## src/rtl/mem_access_sequencer_pkg.sv

```systemverilog
// Shared types and constants for the memory access sequencer.
package mem_seq_pkg;

  localparam int LAT_CNT_W         = 4;
  localparam int DEF_DATA_WIDTH    = 32;
  localparam int DEF_ADDR_WIDTH    = 9;
  localparam int DEF_READ_LATENCY  = 1;
  localparam int DEF_WRITE_LATENCY = 1;

  typedef enum logic [1:0] {
    IDLE    = 2'd0,
    RD_WAIT = 2'd1,
    WR_WAIT = 2'd2,
    FIN     = 2'd3
  } seq_state_e;

endpackage

```

## src/rtl/mem_access_sequencer_if.sv

```systemverilog
// Control-unit and RAM signals of the sequencer; slave = sequencer side.
// MEM_SEQ_STATS_EN adds the rd_count/wr_count statistics outputs.
interface mem_access_sequencer_if #(
  parameter int DATA_WIDTH = 32,
  parameter int ADDR_WIDTH = 9
);
  logic                  req_read;
  logic                  req_write;
  logic [ADDR_WIDTH-1:0] addr;
  logic [DATA_WIDTH-1:0] wdata;
  logic                  busy;
  logic                  done;
  logic                  err;
  logic [DATA_WIDTH-1:0] rdata;
  logic                  Mem_Read;
  logic                  Mem_Write;
  logic                  Mem_enable512x32;
  logic [ADDR_WIDTH-1:0] mem_address;
  logic [DATA_WIDTH-1:0] mem_data_to_chip;
  logic [DATA_WIDTH-1:0] mem_data_from_chip;
`ifdef MEM_SEQ_STATS_EN
  logic [15:0]           rd_count;
  logic [15:0]           wr_count;
`endif

  modport slave (
    input  req_read, req_write, addr, wdata, mem_data_from_chip,
    output busy, done, err, rdata, Mem_Read, Mem_Write, Mem_enable512x32,
           mem_address, mem_data_to_chip
`ifdef MEM_SEQ_STATS_EN
    , rd_count, wr_count
`endif
  );

  modport master (
    output req_read, req_write, addr, wdata, mem_data_from_chip,
    input  busy, done, err, rdata, Mem_Read, Mem_Write, Mem_enable512x32,
           mem_address, mem_data_to_chip
`ifdef MEM_SEQ_STATS_EN
    , rd_count, wr_count
`endif
  );
endinterface

```

## src/rtl/mem_access_sequencer_wait_counter.sv

```systemverilog
// Load/decrement down-counter with zero flag, shared by both wait states.
module mem_wait_counter
  import mem_seq_pkg::*;
(
  input  logic                 Clock,
  input  logic                 clear,
  input  logic                 load,
  input  logic [LAT_CNT_W-1:0] load_val,
  input  logic                 dec,
  output logic                 zero
);
  logic [LAT_CNT_W-1:0] cnt;

  always_ff @(posedge Clock) begin
    if (!clear)
      cnt <= '0;
    else if (load)
      cnt <= load_val;
    else if (dec && (cnt != '0))
      cnt <= cnt - 1'b1;
  end

  assign zero = (cnt == '0);
endmodule

```

## src/rtl/mem_access_sequencer.sv

```systemverilog
// Sequences single read/write transfers to the 512x32 RAM with registered strobes.
// Optional MEM_SEQ_STATS_EN adds saturating completion counters.
//
// state   | meaning
// IDLE    | sample req_read/req_write
// RD_WAIT | Mem_Read + enable held, capture data when counter hits 0
// WR_WAIT | Mem_Write + enable held until counter hits 0
// FIN     | done pulse (err if both requests seen), back to IDLE
module mem_access_sequencer
  import mem_seq_pkg::*;
#(
  parameter int DATA_WIDTH    = DEF_DATA_WIDTH,
  parameter int ADDR_WIDTH    = DEF_ADDR_WIDTH,
  parameter int READ_LATENCY  = DEF_READ_LATENCY,
  parameter int WRITE_LATENCY = DEF_WRITE_LATENCY
) (
  input  logic                  Clock,
  input  logic                  clear,
  mem_access_sequencer_if.slave bus
);
  seq_state_e            state, state_nxt;
  logic                  cnt_load, cnt_dec, cnt_zero;
  logic [LAT_CNT_W-1:0]  cnt_load_val;
  logic                  latch_addr, latch_wdata, cap_rd, err_set;
  logic                  busy_q, done_q, err_q, rd_q, wr_q, en_q;
  logic [DATA_WIDTH-1:0] rdata_q, wdata_q;
  logic [ADDR_WIDTH-1:0] addr_q;

  mem_wait_counter u_wait_cnt (
    .Clock    (Clock),
    .clear    (clear),
    .load     (cnt_load),
    .load_val (cnt_load_val),
    .dec      (cnt_dec),
    .zero     (cnt_zero)
  );

  always_comb begin
    state_nxt    = state;
    cnt_load     = 1'b0;
    cnt_load_val = '0;
    cnt_dec      = 1'b0;
    latch_addr   = 1'b0;
    latch_wdata  = 1'b0;
    cap_rd       = 1'b0;
    err_set      = 1'b0;
    case (state)
      IDLE: begin
        if (bus.req_read && bus.req_write) begin
          err_set   = 1'b1;
          state_nxt = FIN;
        end else if (bus.req_read) begin
          latch_addr   = 1'b1;
          cnt_load     = 1'b1;
          cnt_load_val = LAT_CNT_W'(READ_LATENCY - 1);
          state_nxt    = RD_WAIT;
        end else if (bus.req_write) begin
          latch_addr   = 1'b1;
          latch_wdata  = 1'b1;
          cnt_load     = 1'b1;
          cnt_load_val = LAT_CNT_W'(WRITE_LATENCY - 1);
          state_nxt    = WR_WAIT;
        end
      end
      RD_WAIT: begin
        if (cnt_zero) begin
          cap_rd    = 1'b1;
          state_nxt = FIN;
        end else begin
          cnt_dec = 1'b1;
        end
      end
      WR_WAIT: begin
        if (cnt_zero) state_nxt = FIN;
        else          cnt_dec   = 1'b1;
      end
      FIN:     state_nxt = IDLE;
      default: state_nxt = IDLE;
    endcase
  end

  // Outputs are decoded from the next state so they change on the same edge as state.
  always_ff @(posedge Clock) begin
    if (!clear) begin
      state   <= IDLE;
      busy_q  <= 1'b0;
      done_q  <= 1'b0;
      err_q   <= 1'b0;
      rd_q    <= 1'b0;
      wr_q    <= 1'b0;
      en_q    <= 1'b0;
      rdata_q <= '0;
      wdata_q <= '0;
      addr_q  <= '0;
    end else begin
      state  <= state_nxt;
      busy_q <= (state_nxt != IDLE);
      done_q <= (state_nxt == FIN);
      err_q  <= err_set;
      rd_q   <= (state_nxt == RD_WAIT);
      wr_q   <= (state_nxt == WR_WAIT);
      en_q   <= (state_nxt == RD_WAIT) || (state_nxt == WR_WAIT);
      if (latch_addr)  addr_q  <= bus.addr;
      if (latch_wdata) wdata_q <= bus.wdata;
      if (cap_rd)      rdata_q <= bus.mem_data_from_chip;
    end
  end

  assign bus.busy             = busy_q;
  assign bus.done             = done_q;
  assign bus.err              = err_q;
  assign bus.rdata            = rdata_q;
  assign bus.Mem_Read         = rd_q;
  assign bus.Mem_Write        = wr_q;
  assign bus.Mem_enable512x32 = en_q;
  assign bus.mem_address      = addr_q;
  assign bus.mem_data_to_chip = wdata_q;

`ifdef MEM_SEQ_STATS_EN
  logic [15:0] rd_cnt, wr_cnt;

  always_ff @(posedge Clock) begin
    if (!clear) begin
      rd_cnt <= '0;
      wr_cnt <= '0;
    end else if (state_nxt == FIN) begin
      if (state == RD_WAIT && rd_cnt != 16'hFFFF) rd_cnt <= rd_cnt + 16'd1;
      if (state == WR_WAIT && wr_cnt != 16'hFFFF) wr_cnt <= wr_cnt + 16'd1;
    end
  end

  assign bus.rd_count = rd_cnt;
  assign bus.wr_count = wr_cnt;
`endif
endmodule

```

## src/flat_wrapper.sv

```systemverilog
// flat-port wrapper written by rule: the top's interface ports become plain ports
module mem_access_sequencer_flat import mem_seq_pkg::*;
#(
  parameter int DATA_WIDTH    = DEF_DATA_WIDTH,
  parameter int ADDR_WIDTH    = DEF_ADDR_WIDTH,
  parameter int READ_LATENCY  = DEF_READ_LATENCY,
  parameter int WRITE_LATENCY = DEF_WRITE_LATENCY
)
  (Clock, clear, bus_req_read, bus_req_write, bus_addr, bus_wdata, bus_mem_data_from_chip, bus_busy, bus_done, bus_err, bus_rdata, bus_Mem_Read, bus_Mem_Write, bus_Mem_enable512x32, bus_mem_address, bus_mem_data_to_chip);
  mem_access_sequencer_if #(.DATA_WIDTH(DATA_WIDTH), .ADDR_WIDTH(ADDR_WIDTH)) bus_i ();
  input  logic Clock;
  input  logic clear;
  input wire logic [$bits(bus_i.req_read)-1:0] bus_req_read;
  input wire logic [$bits(bus_i.req_write)-1:0] bus_req_write;
  input wire logic [$bits(bus_i.addr)-1:0] bus_addr;
  input wire logic [$bits(bus_i.wdata)-1:0] bus_wdata;
  input wire logic [$bits(bus_i.mem_data_from_chip)-1:0] bus_mem_data_from_chip;
  output wire logic [$bits(bus_i.busy)-1:0] bus_busy;
  output wire logic [$bits(bus_i.done)-1:0] bus_done;
  output wire logic [$bits(bus_i.err)-1:0] bus_err;
  output wire logic [$bits(bus_i.rdata)-1:0] bus_rdata;
  output wire logic [$bits(bus_i.Mem_Read)-1:0] bus_Mem_Read;
  output wire logic [$bits(bus_i.Mem_Write)-1:0] bus_Mem_Write;
  output wire logic [$bits(bus_i.Mem_enable512x32)-1:0] bus_Mem_enable512x32;
  output wire logic [$bits(bus_i.mem_address)-1:0] bus_mem_address;
  output wire logic [$bits(bus_i.mem_data_to_chip)-1:0] bus_mem_data_to_chip;
  assign bus_i.req_read = bus_req_read;
  assign bus_i.req_write = bus_req_write;
  assign bus_i.addr = bus_addr;
  assign bus_i.wdata = bus_wdata;
  assign bus_i.mem_data_from_chip = bus_mem_data_from_chip;
  assign bus_busy = bus_i.busy;
  assign bus_done = bus_i.done;
  assign bus_err = bus_i.err;
  assign bus_rdata = bus_i.rdata;
  assign bus_Mem_Read = bus_i.Mem_Read;
  assign bus_Mem_Write = bus_i.Mem_Write;
  assign bus_Mem_enable512x32 = bus_i.Mem_enable512x32;
  assign bus_mem_address = bus_i.mem_address;
  assign bus_mem_data_to_chip = bus_i.mem_data_to_chip;
  mem_access_sequencer #(.DATA_WIDTH(DATA_WIDTH), .ADDR_WIDTH(ADDR_WIDTH), .READ_LATENCY(READ_LATENCY), .WRITE_LATENCY(WRITE_LATENCY)) u_core (.Clock(Clock), .clear(clear), .bus(bus_i));
endmodule
```

## config.mk

```make
export PLATFORM = sky130hd
export DESIGN_NAME = mem_access_sequencer_flat
export DESIGN_NICKNAME = d
export VERILOG_FILES = /design/src/rtl/mem_access_sequencer_pkg.sv /design/src/rtl/mem_access_sequencer_if.sv /design/src/rtl/mem_access_sequencer_wait_counter.sv /design/src/rtl/mem_access_sequencer.sv /design/src/flat_wrapper.sv
export SDC_FILE = /design/constraint.sdc
export NUM_CORES = 1
export LEC_CHECK = 0
export ABC_AREA = 1
export ABC_CLOCK_PERIOD_IN_PS = 2000
export BUFFER_PORTS_ARGS = -buffer_cell sky130_fd_sc_hd__buf_2
export CAP_MARGIN = 25
export CORE_AREA = 3 3 89 91
export DETAILED_ROUTE_END_ITERATION = 8
export DIE_AREA = 0 0 92 94
export GPL_ROUTABILITY_DRIVEN = 0
export GPL_TIMING_DRIVEN = 1
export PLACE_DENSITY = 0.85
export SETUP_SLACK_MARGIN = 0.15
export SLEW_MARGIN = 25
export SYNTH_ARGS = -nofsm -noshare
export SYNTH_HDL_FRONTEND = slang
export SYNTH_SLANG_ARGS = --single-unit
export TNS_END_PERCENT = 1
```

## constraint.sdc

```tcl
create_clock -name Clock -period 2 [get_ports Clock]
set_clock_uncertainty 0.05 [all_clocks]
set_input_delay 0.4 -clock Clock [delete_from_list [all_inputs] [get_ports Clock]]
set_output_delay 0.4 -clock Clock [all_outputs]
set_load 0.05 [all_outputs]
```

Yosys cells after proc, flatten, opt, wreduce, memory -nomap -nowiden

Cells that the tools add are included.
Widths: inputs -> output; s select.

Output and inout bits: 79
Input port bits: 77
Logic and storage cells: 46
Register bits: 85

Muxes and demuxes: 17
Reductions and logical operators: 10
Eq/ne operators: 6
Add/sub/neg operators: 1
Bitwise logic cells: 1

Operator list:

| operator            | count |
|---|---|
| $mux 1              | 12 |
| $eq 2x2->1 const B  | 4 |
| $mux 2              | 4 |
| $pmux 2 s3          | 1 |
| $eq 2x1->1 const B  | 2 |
| $logic_not 4->1     | 1 |
| $reduce_bool 4->1   | 1 |
| $reduce_or 2->1     | 2 |
| $sub 4x1->4 const B | 1 |
| $logic_and 1x1->1   | 2 |
| $logic_not 2->1     | 1 |
| $reduce_and 2->1    | 1 |
| $reduce_bool 2->1   | 1 |
| $logic_or 1x1->1    | 1 |
| $not 1->1           | 1 |

Longest topological paths before layout

Gate-level depths: netlist (run 1).

Depth after elaboration: 6
Gate-level depth with buffers: 10
Gate-level depth less buffers: 10

Hierarchy

A second synthesis (run 1) with hierarchy kept.

Cells, all modules: 414
Area total of the unflattened synthesis: 3201.8 µm²

Modules (own cells, without submodules):

| module               | times used | area each (µm²) | cells an instance | seq. area each (µm²) |
|---|---|---|---|---|
| mem_access_sequencer | 1          | 2927.8          | 373               | 1621.6 |
| mem_wait_counter     | 1          | 274.0           | 41                | 80.1 |

Worst setup path after synthesis (run 1)

No wires, ideal clock.

Kind: register to register
Start point: register u_core.u_wait_cnt.cnt[0]
End point: register u_core.en_q (netlist: u_core.bus.Mem_enable512x32)
Path buffers: 0
Period minus slack after synthesis: 1570 ps
Arrival: 1411 ps
Library setup time: 109 ps
Slack: 430 ps
Cell stages (with the launch flop): 11
Data required time: 1841 ps
Cells stage by stage: dfxtp_1 -> inv_1 -> ha_1 -> nand2_1 -> nand2_1 -> nand3_1 -> nand2_1 -> inv_1 -> ha_1 -> nand2_1 -> inv_1

Word-level cells in the longest chain between the ends: 5
Elaborated cells on any way between the ends: 6
Those cells by class: eq/ne (2); mux (2); reduce/logical (2)

Ends and longest elaborated chain:

| element                                  | line                                                   | source |
|---|---|---|
| from (decl)                              | mem_access_sequencer_wait_counter.sv:12                | `logic [LAT_CNT_W-1:0] cnt;` |
| from (signal assigned)                   | mem_access_sequencer_wait_counter.sv:18                | `cnt <= load_val;` |
| from (signal assigned)                   | mem_access_sequencer_wait_counter.sv:20                | `cnt <= cnt - 1'b1;` |
| $logic_not 4->1 (*)                      | mem_access_sequencer_wait_counter.sv:23                | `assign zero = (cnt == '0);` |
| $mux 2 (*)                               | mem_access_sequencer.sv:66, mem_access_sequencer.sv:74 |  |
| $pmux 2 s3 (*)                           | mem_access_sequencer.sv:47                             | `case (state)` |
| named net u_core.state_nxt[0]            | mem_access_sequencer.sv:21                             | `seq_state_e state, state_nxt;` |
| $eq 2x1->1 or $eq 2x2->1 (tied branches) | mem_access_sequencer.sv:102                            | `en_q <= (state_nxt == RD_WAIT) \|\| (state_nxt == WR_WAIT);` |
| $logic_or 1x1->1 (*)                     | mem_access_sequencer.sv:102                            |  |
| to (signal assigned)                     | mem_access_sequencer.sv:102                            |  |
| to (decl)                                | mem_access_sequencer.sv:25                             | `logic busy_q, done_q, err_q, rd_q, wr_q, en_q;` |

The timed path passes the listed nets; every way through them passes the cells marked *.
A chain may end at the register's enable or synchronous reset.

Worst setup path in the final report (run 1)

Same ends and word-level chain as after synthesis.

==> results of run 1 <==
## logic make-up (layout without fill, tap and decap cells)
group	count (synthesis)	after routing
buffers and inverters	71	225
adders and majority gates	9	9
and+or+nand+nor	120	120
AOI/OAI and AO/OA	112	112
DFF	85	85
## through the flow
step / worst slack (ps) / cells
floorplan: 430 / 397
global placement: 351 / 634
detailed placement: 265 / 634
CTS: 249 / 650
global route: 184 / 650
finish: 323 / 650
## registers in the layout, indices dropped and copies added (netlist names), 2 cells and up
register                     flops
u_core.u_wait_cnt.cnt            4
u_core.bus.mem_data_to_chip     32
u_core.state                     2
u_core.bus.mem_address           9
u_core.bus.rdata                32
## report_power, final
group / total [uW] / internal (uW) / switching [uW]
clock: 1280 / 704 / 573
sequential: 2230 / 2060 / 165
combinational: 2590 / 601 / 1990
total: 6100 / 3370 / 2730
## layout by cell type, fill, tap and decap left out, types with 2 or more instances in the layout
master	instances
clkbuf_8	9
dfxtp_1	85
nor2_2	3
ha_1	8
inv_1	48
nand3_1	3
clkbuf_1	3
nor2_1	93
o21ai_1	27
o21ai_0	48
bufinv_16	2
buf_2	155
nand2_1	18
buf_4	3
inv_2	2
a21oi_1	34
nand4_1	2
## how the worst max path moves through the flow
stage	start	end	slack [ps]	cells past startpoint
after floorplan	u_core.u_wait_cnt.cnt[0]	u_core.bus.Mem_enable512x32	430	10
after global placement	u_core.u_wait_cnt.cnt[0]	u_core.bus.Mem_enable512x32	350	10
after detailed placement	u_core.u_wait_cnt.cnt[1]	u_core.bus.Mem_enable512x32	260	10
after CTS	u_core.u_wait_cnt.cnt[1]	u_core.bus.Mem_enable512x32	250	10
after global routing	u_core.u_wait_cnt.cnt[0]	u_core.bus.Mem_enable512x32	180	10
final	u_core.u_wait_cnt.cnt[0]	u_core.bus.Mem_enable512x32	320	10
## repair_timing
action                                  CTS  global route
endpoints found under the hold margin     0             0
endpoints found under the setup margin    0             1
gates resized for setup                   0             2
## tightest hold or removal path, stage by stage
cell    delay, ps
buf_2          80
nor2_1         30
nor2_1         80
## metal layers
metal,track usage,vias to the layer above,share of wire
li1,-,1557,-
met1,0.200,1338,0.40
met2,0.329,87,0.51
met3,0.0345,21,0.056
met4,0.0953,0,0.028
met5,0,-,0
## layout make-up
class                           count  area (um^2)  area share
Timing Repair Buffer              159          818       0.194
Clock inverter                      4         72.6      0.0172
Tap cell                           99          124      0.0294
Inverter                           50          188      0.0446
Multi-Input combinational cell    241         1170       0.279
Sequential cell                    85         1700       0.404
Clock buffer                       12          135      0.0321
==> results by group, run 1 <==
GRT
  • Vias in the first global route: 2877
  • Grt ovf: 0
  • Total track usage: 0.181
  • Antenna violations before repair: 0
  • First-pass GRT wire length: 12800 um
  • Pin count of the biggest net entering global routing: 41

Logic synthesis
  • FFs w/ async S/R, synth: 0
  • Adder-cell share of the synthesized area: 0.0353
  • Synthesis-stage register bit count: 85
  • Xor/xnor share of the synthesized area: 0
  • Syn. warnings: 0
  • Area leader, netlist: dfxtp_1
  • Largest cells by area after synthesis: dfxtp_1, nor2_1, o21ai_0, inv_1, a21oi_1
  • Largest family of logic cells by synthesized area: compound AO/OA/AOI/OAI gates
  • Most common flop cell mapped by yosys: dfxtp_1
  • Sequential share of the synthesized area: 0.533
  • Yosys top cell area share: 0.533
  • Net Count, Synth: 483
  • Syn_area_per_cell: 8.04 um^2
  • Post-synthesis mux area share: 0
  • Cell with the most instances after synthesis: nor2_1
  • Post-synthesis cell count: 397
  • Post-synth cell types: 21
  • Post-synth EDFFs: 0
  • Mapped Area: 3190 um^2
  • Post-Synth Simple-Gate Area: 0.151
  • Post-synthesis compound-gate area fraction: 0.178
  • Commonest cells in the netlist: nor2_1, dfxtp_1, inv_1, o21ai_0, a21oi_1

Layout
  • Fin area: 4210 um^2
  • Synthesis-to-layout area growth: 32.0%
  • Diode count: 0
  • Post-layout util: 0.584
  • # fillers: 697
  • Number of nets in the layout: 632
  • Share of cells above drive strength 1: 0.327

Setup path
  • Crit Path Max Fanout: 5
  • CP peak stage delay: 320 ps
  • Worst R2R Start: u_core.u_wait_cnt.cnt[0]
  • CP max stage cell: dfxtp_1
  • R2R setup slack: 320 ps
  • CP Class: flop to flop
  • Arrival time worst endpoint: 1860 ps
  • Crit path top cell by count: nand2_1
  • CP startpoint kind: flop
  • Crit. End Element: flop
  • Cells on worst reg2reg path: 10
  • Critical path's top delay family: simple AND/OR/NAND/NOR gates
  • Crit-path cells: inv_1 > ha_4 > nand2_1 > nand2_1 > nand3_1 > nand2_1 > inv_1 > ha_1 > nand2_1 > inv_1
  • CP required: 2180 ps
  • Critical path buffer and inverter count: 3
  • RR Endpoint: u_core.bus.Mem_enable512x32

Drt
  • Post-Route WL: 7870 um
  • Via density: 4.62
  • DR pass1 iterations: 4
  • Residual DRC: 0
  • DRT iter0 DRCs: 81
  • Vias post-DR: 3003
  • Post-route ant nets: 0
  • Drt wl/cell: 12.1 um

Clocking
  • Setup bufs post-CTS: 0
  • Max clock buf depth: 2
  • Clock sinks: 85
  • Hold Buf Count CTS: 0
  • CTS Buf Count: 9
  • H-tree depth: 3
  • Clock Latency Late Sink: 330 ps
  • Clock-pin slew on the worst setup and hold paths: 80 ps
  • CTS Root Cell: clkbuf_8
  • CTS tree: done

Floorplanning
  • Initial core utilization: 0.442
  • Num ports: 156
  • Core ar.: 7210 um^2
  • Std-Cell Rows: 31
  • DIE AREA: 8650 um^2
  • Die Width: 92 um
  • Die Ht: 94 um

Place
  • HPWL after DPL: 6020 um
  • Placed inst area: 3990 um^2
  • Port bufs: 155

STA
  • Slew @ Worst Pin: 514 ps
  • Sum Neg Setup Slack: 0 ps
  • Setup Viol. Count Final: 0
  • Slew headroom: 0.657
  • Final critical-path share of the clock period: 0.838
  • Endpoints failing hold: 0
  • Final min period: 1680 ps
  • Min Hold Slack: 233 ps
  • Max Slew Vio Count: 0
  • RSZ-0062 raised after global routing: no
  • Fmax: 596 MHz

Power
  • Cell Pwr Density: 1450 nW/um^2
  • Leak pwr: 0.00210 uW
  • VDD IR-drop max: 0.641 mV
  • Power, Total: 6100 uW

Hold path
  • Hold EP: u_core.bus.mem_address[1]
  • Worst min path class: primary input to flop
  • Hold path depth: 3
  • Hold wc startpoint: bus_addr[1]

Flow run
  • Maxcap violations: 0

Status
  • Outcome: finished, final reports clean
Note: power is estimated with default switching activity, not from simulation.
==> run 2, diff against run 1 <==
ABC_CLOCK_PERIOD_IN_PS = 1350   (was 2000)
CORE_AREA = 3 3 93 95   (was 3 3 89 91)
DIE_AREA = 0 0 96 98   (was 0 0 92 94)
PLACE_DENSITY = 0.83   (was 0.85)
clock period = 1.35 ns   (was 2 ns; I/O delays follow)
==> run 2 against run 1 <==
  * Fmax rose by 17%
  * Highest routed layer unchanged
  * Global-route usage rose by 1.9 points
  * First-iteration DRC count fell by 16%
  * Final cell count rose by 6.2%
  * Sequential power rose by 58%
  * Sequential share of layout area fell by 8.5 points
  * Power rose by 81%
  * Critical path depth fell by 3
  * Register-to-register slack got worse by 410 ps
  * Non-clock buffer count rose by 37
  * Wire length rose by 25%
  * The run now ends with negative setup slack left
==> results by group, run 2 (synthesized netlist as in run 1, its figures left out) <==
Status
  • Outcome: finished with violations
  • Failing checks: negative setup slack

Layout
  • FF+latch area: 1760 um^2
  • Diode count: 0
  • # fillers: 579
  • Synthesis-to-layout area growth: 72.7%
  • Most frequent cells in the layout: nor2_1, buf_2, buf_6, dfxtp_2
  • Commonest non-fill, non-tap cell in the layout: nor2_1
  • Multi-input gate area: 1400 um^2
  • Number of nets in the layout: 669
  • Share of cells above drive strength 1: 0.560
  • Post-layout util: 0.706
  • Post-route insts no fill: 690

Power
  • Sw power: 4740 uW
  • Power, Total: 11000 uW
  • Leak pwr: 0.00249 uW
  • Combinational Power Share: 0.515
  • Sw Ratio: 0.430
  • VDD IR-drop max: 0.930 mV
  • Internal power: 6290 uW
  • Cell Pwr Density: 2000 nW/um^2
  • Clock network power share: 0.166
  • Part of the power in registers: 0.319

Drt
  • Post-route ant nets: 0
  • Post-Route WL: 9870 um
  • DR pass1 iterations: 4
  • Vias post-DR: 3288
  • Residual DRC: 0
  • Via density: 4.77
  • Drt wl/cell: 14.3 um
  • DRT iter0 DRCs: 68

STA
  • Sum Neg Setup Slack: -909 ps
  • Setup ws final: -83.9 ps
  • Slew headroom: 0.835
  • Setup Viol. Count Final: 35
  • Min Hold Slack: 98.0 ps
  • Final min period: 1430 ps
  • Slew @ Worst Pin: 247 ps
  • Endpoints failing hold: 0
  • RSZ-0062 raised after global routing: yes
  • Final critical-path share of the clock period: 1.06
  • Max Slew Vio Count: 0
  • Fmax: 697 MHz

GRT
  • Grt ovf: 0
  • M2 GR Usage: 0.371
  • First-pass GRT wire length: 14800 um
  • GR met1 Demand/Resource: 0.209
  • Vias in the first global route: 3274
  • Pin count of the biggest net entering global routing: 40
  • Antenna violations before repair: 0
  • GR peak layer: met2
  • Total track usage: 0.200
  • GR Util met3: 0.0416

Clocking
  • Hold Buf Count CTS: 0
  • H-tree depth: 3
  • Clock Latency Late Sink: 340 ps
  • CTS tree: done
  • Max clock buf depth: 2
  • Clock sinks: 85
  • CTS Buf Count: 9
  • Clock-pin slew on the worst setup and hold paths: 90 ps
  • CTS Root Cell: clkbuf_8

Setup path
  • CP Class: flop to flop
  • Arrival time worst endpoint: 1630 ps
  • Crit Path Max Fanout: 6
  • CP required: 1550 ps
  • CP startpoint kind: flop
  • Crit. End Element: flop

Hold path
  • Worst min path class: primary input to flop

Floorplanning
  • Std-Cell Rows: 32
  • Initial core utilization: 0.409
  • Num ports: 156
  • Die Ht: 98 um
  • Die Width: 96 um
  • Core ar.: 7810 um^2
  • DIE AREA: 9410 um^2

Place
  • DP Cell Count: 660
  • Port bufs: 155
  • HPWL after DPL: 6260 um

Flow run
  • Maxcap violations: 0
## run 2: cell types whose count changed in the layout (fill, tap and decap cells not counted), sizes merged
cell and delta:
clkbuf -3, bufinv -1, bufbuf +1, inv +1, clkinv +3, buf +36
## run 2: per-stage QoR
step / cell area, um^2 / setup slack [ps]
6_report: 5510 / -83.9
5_1_grt: 5510 / -151
4_1_cts: 5270 / -30.0
3_5_place_dp: 4230 / -175
3_3_place_gp: 4230 / -153
2_1_floorplan: 3230 / -65.0
## run 2: final timing paths
check / startpoint / to / slack (ps) / depth (start not counted)
min: bus_addr[4] / u_core.bus.mem_address[4] / 100 / 3
min reg2reg: u_core.bus.rdata[12] / u_core.bus.rdata[12] / 400 / 2
max reg2reg: u_core.u_wait_cnt.cnt[0] / u_core.bus.rdata[17] / -80 / 7
max: u_core.u_wait_cnt.cnt[0] / u_core.bus.rdata[17] / -80 / 7
## run 2: layer usage
layer	up-vias	wire length, um
li1	1632	-
met1	1523	3540
met2	109	5500
met3	24	543
met4	0	287
met5	-	0
## run 2: power by group through the flow
stage | Sequential [uW] | Combinational, uW | Clock (uW)
floorplan | 5180 | 1260 | 0
global placement | 3340 | 4050 | 0
detailed placement | 3360 | 4160 | 0
CTS | 3460 | 5390 | 1870
global route | 3580 | 6020 | 2000
finish | 3520 | 5680 | 1830
## run 2: what timing repair did
item / in CTS / in global routing
hold endpoints to repair: 0 / 0
resized for setup: 252 / 91
cloned: 3 / 0
setup endpoints to repair: 161 / 156
pin swaps: 15 / 6
buffers inserted: 11 / 0
## run 2: final cells by class
class,instances,area share
timing repair buffer,196,0.330
multi-input combinational,241,0.254
tap,102,0.0232
clock buffer,9,0.0225
inverter,50,0.0390
sequential,85,0.319
clock inverter,7,0.0134
## run 2: critical path, stage by stage, from the launching register on
cell       delay (ps)
dfxtp_2           330
inv_2              70
ha_4              160
buf_4             120
nand3_4           110
bufbuf_16         290
o21ai_1           150
a21oi_1            60
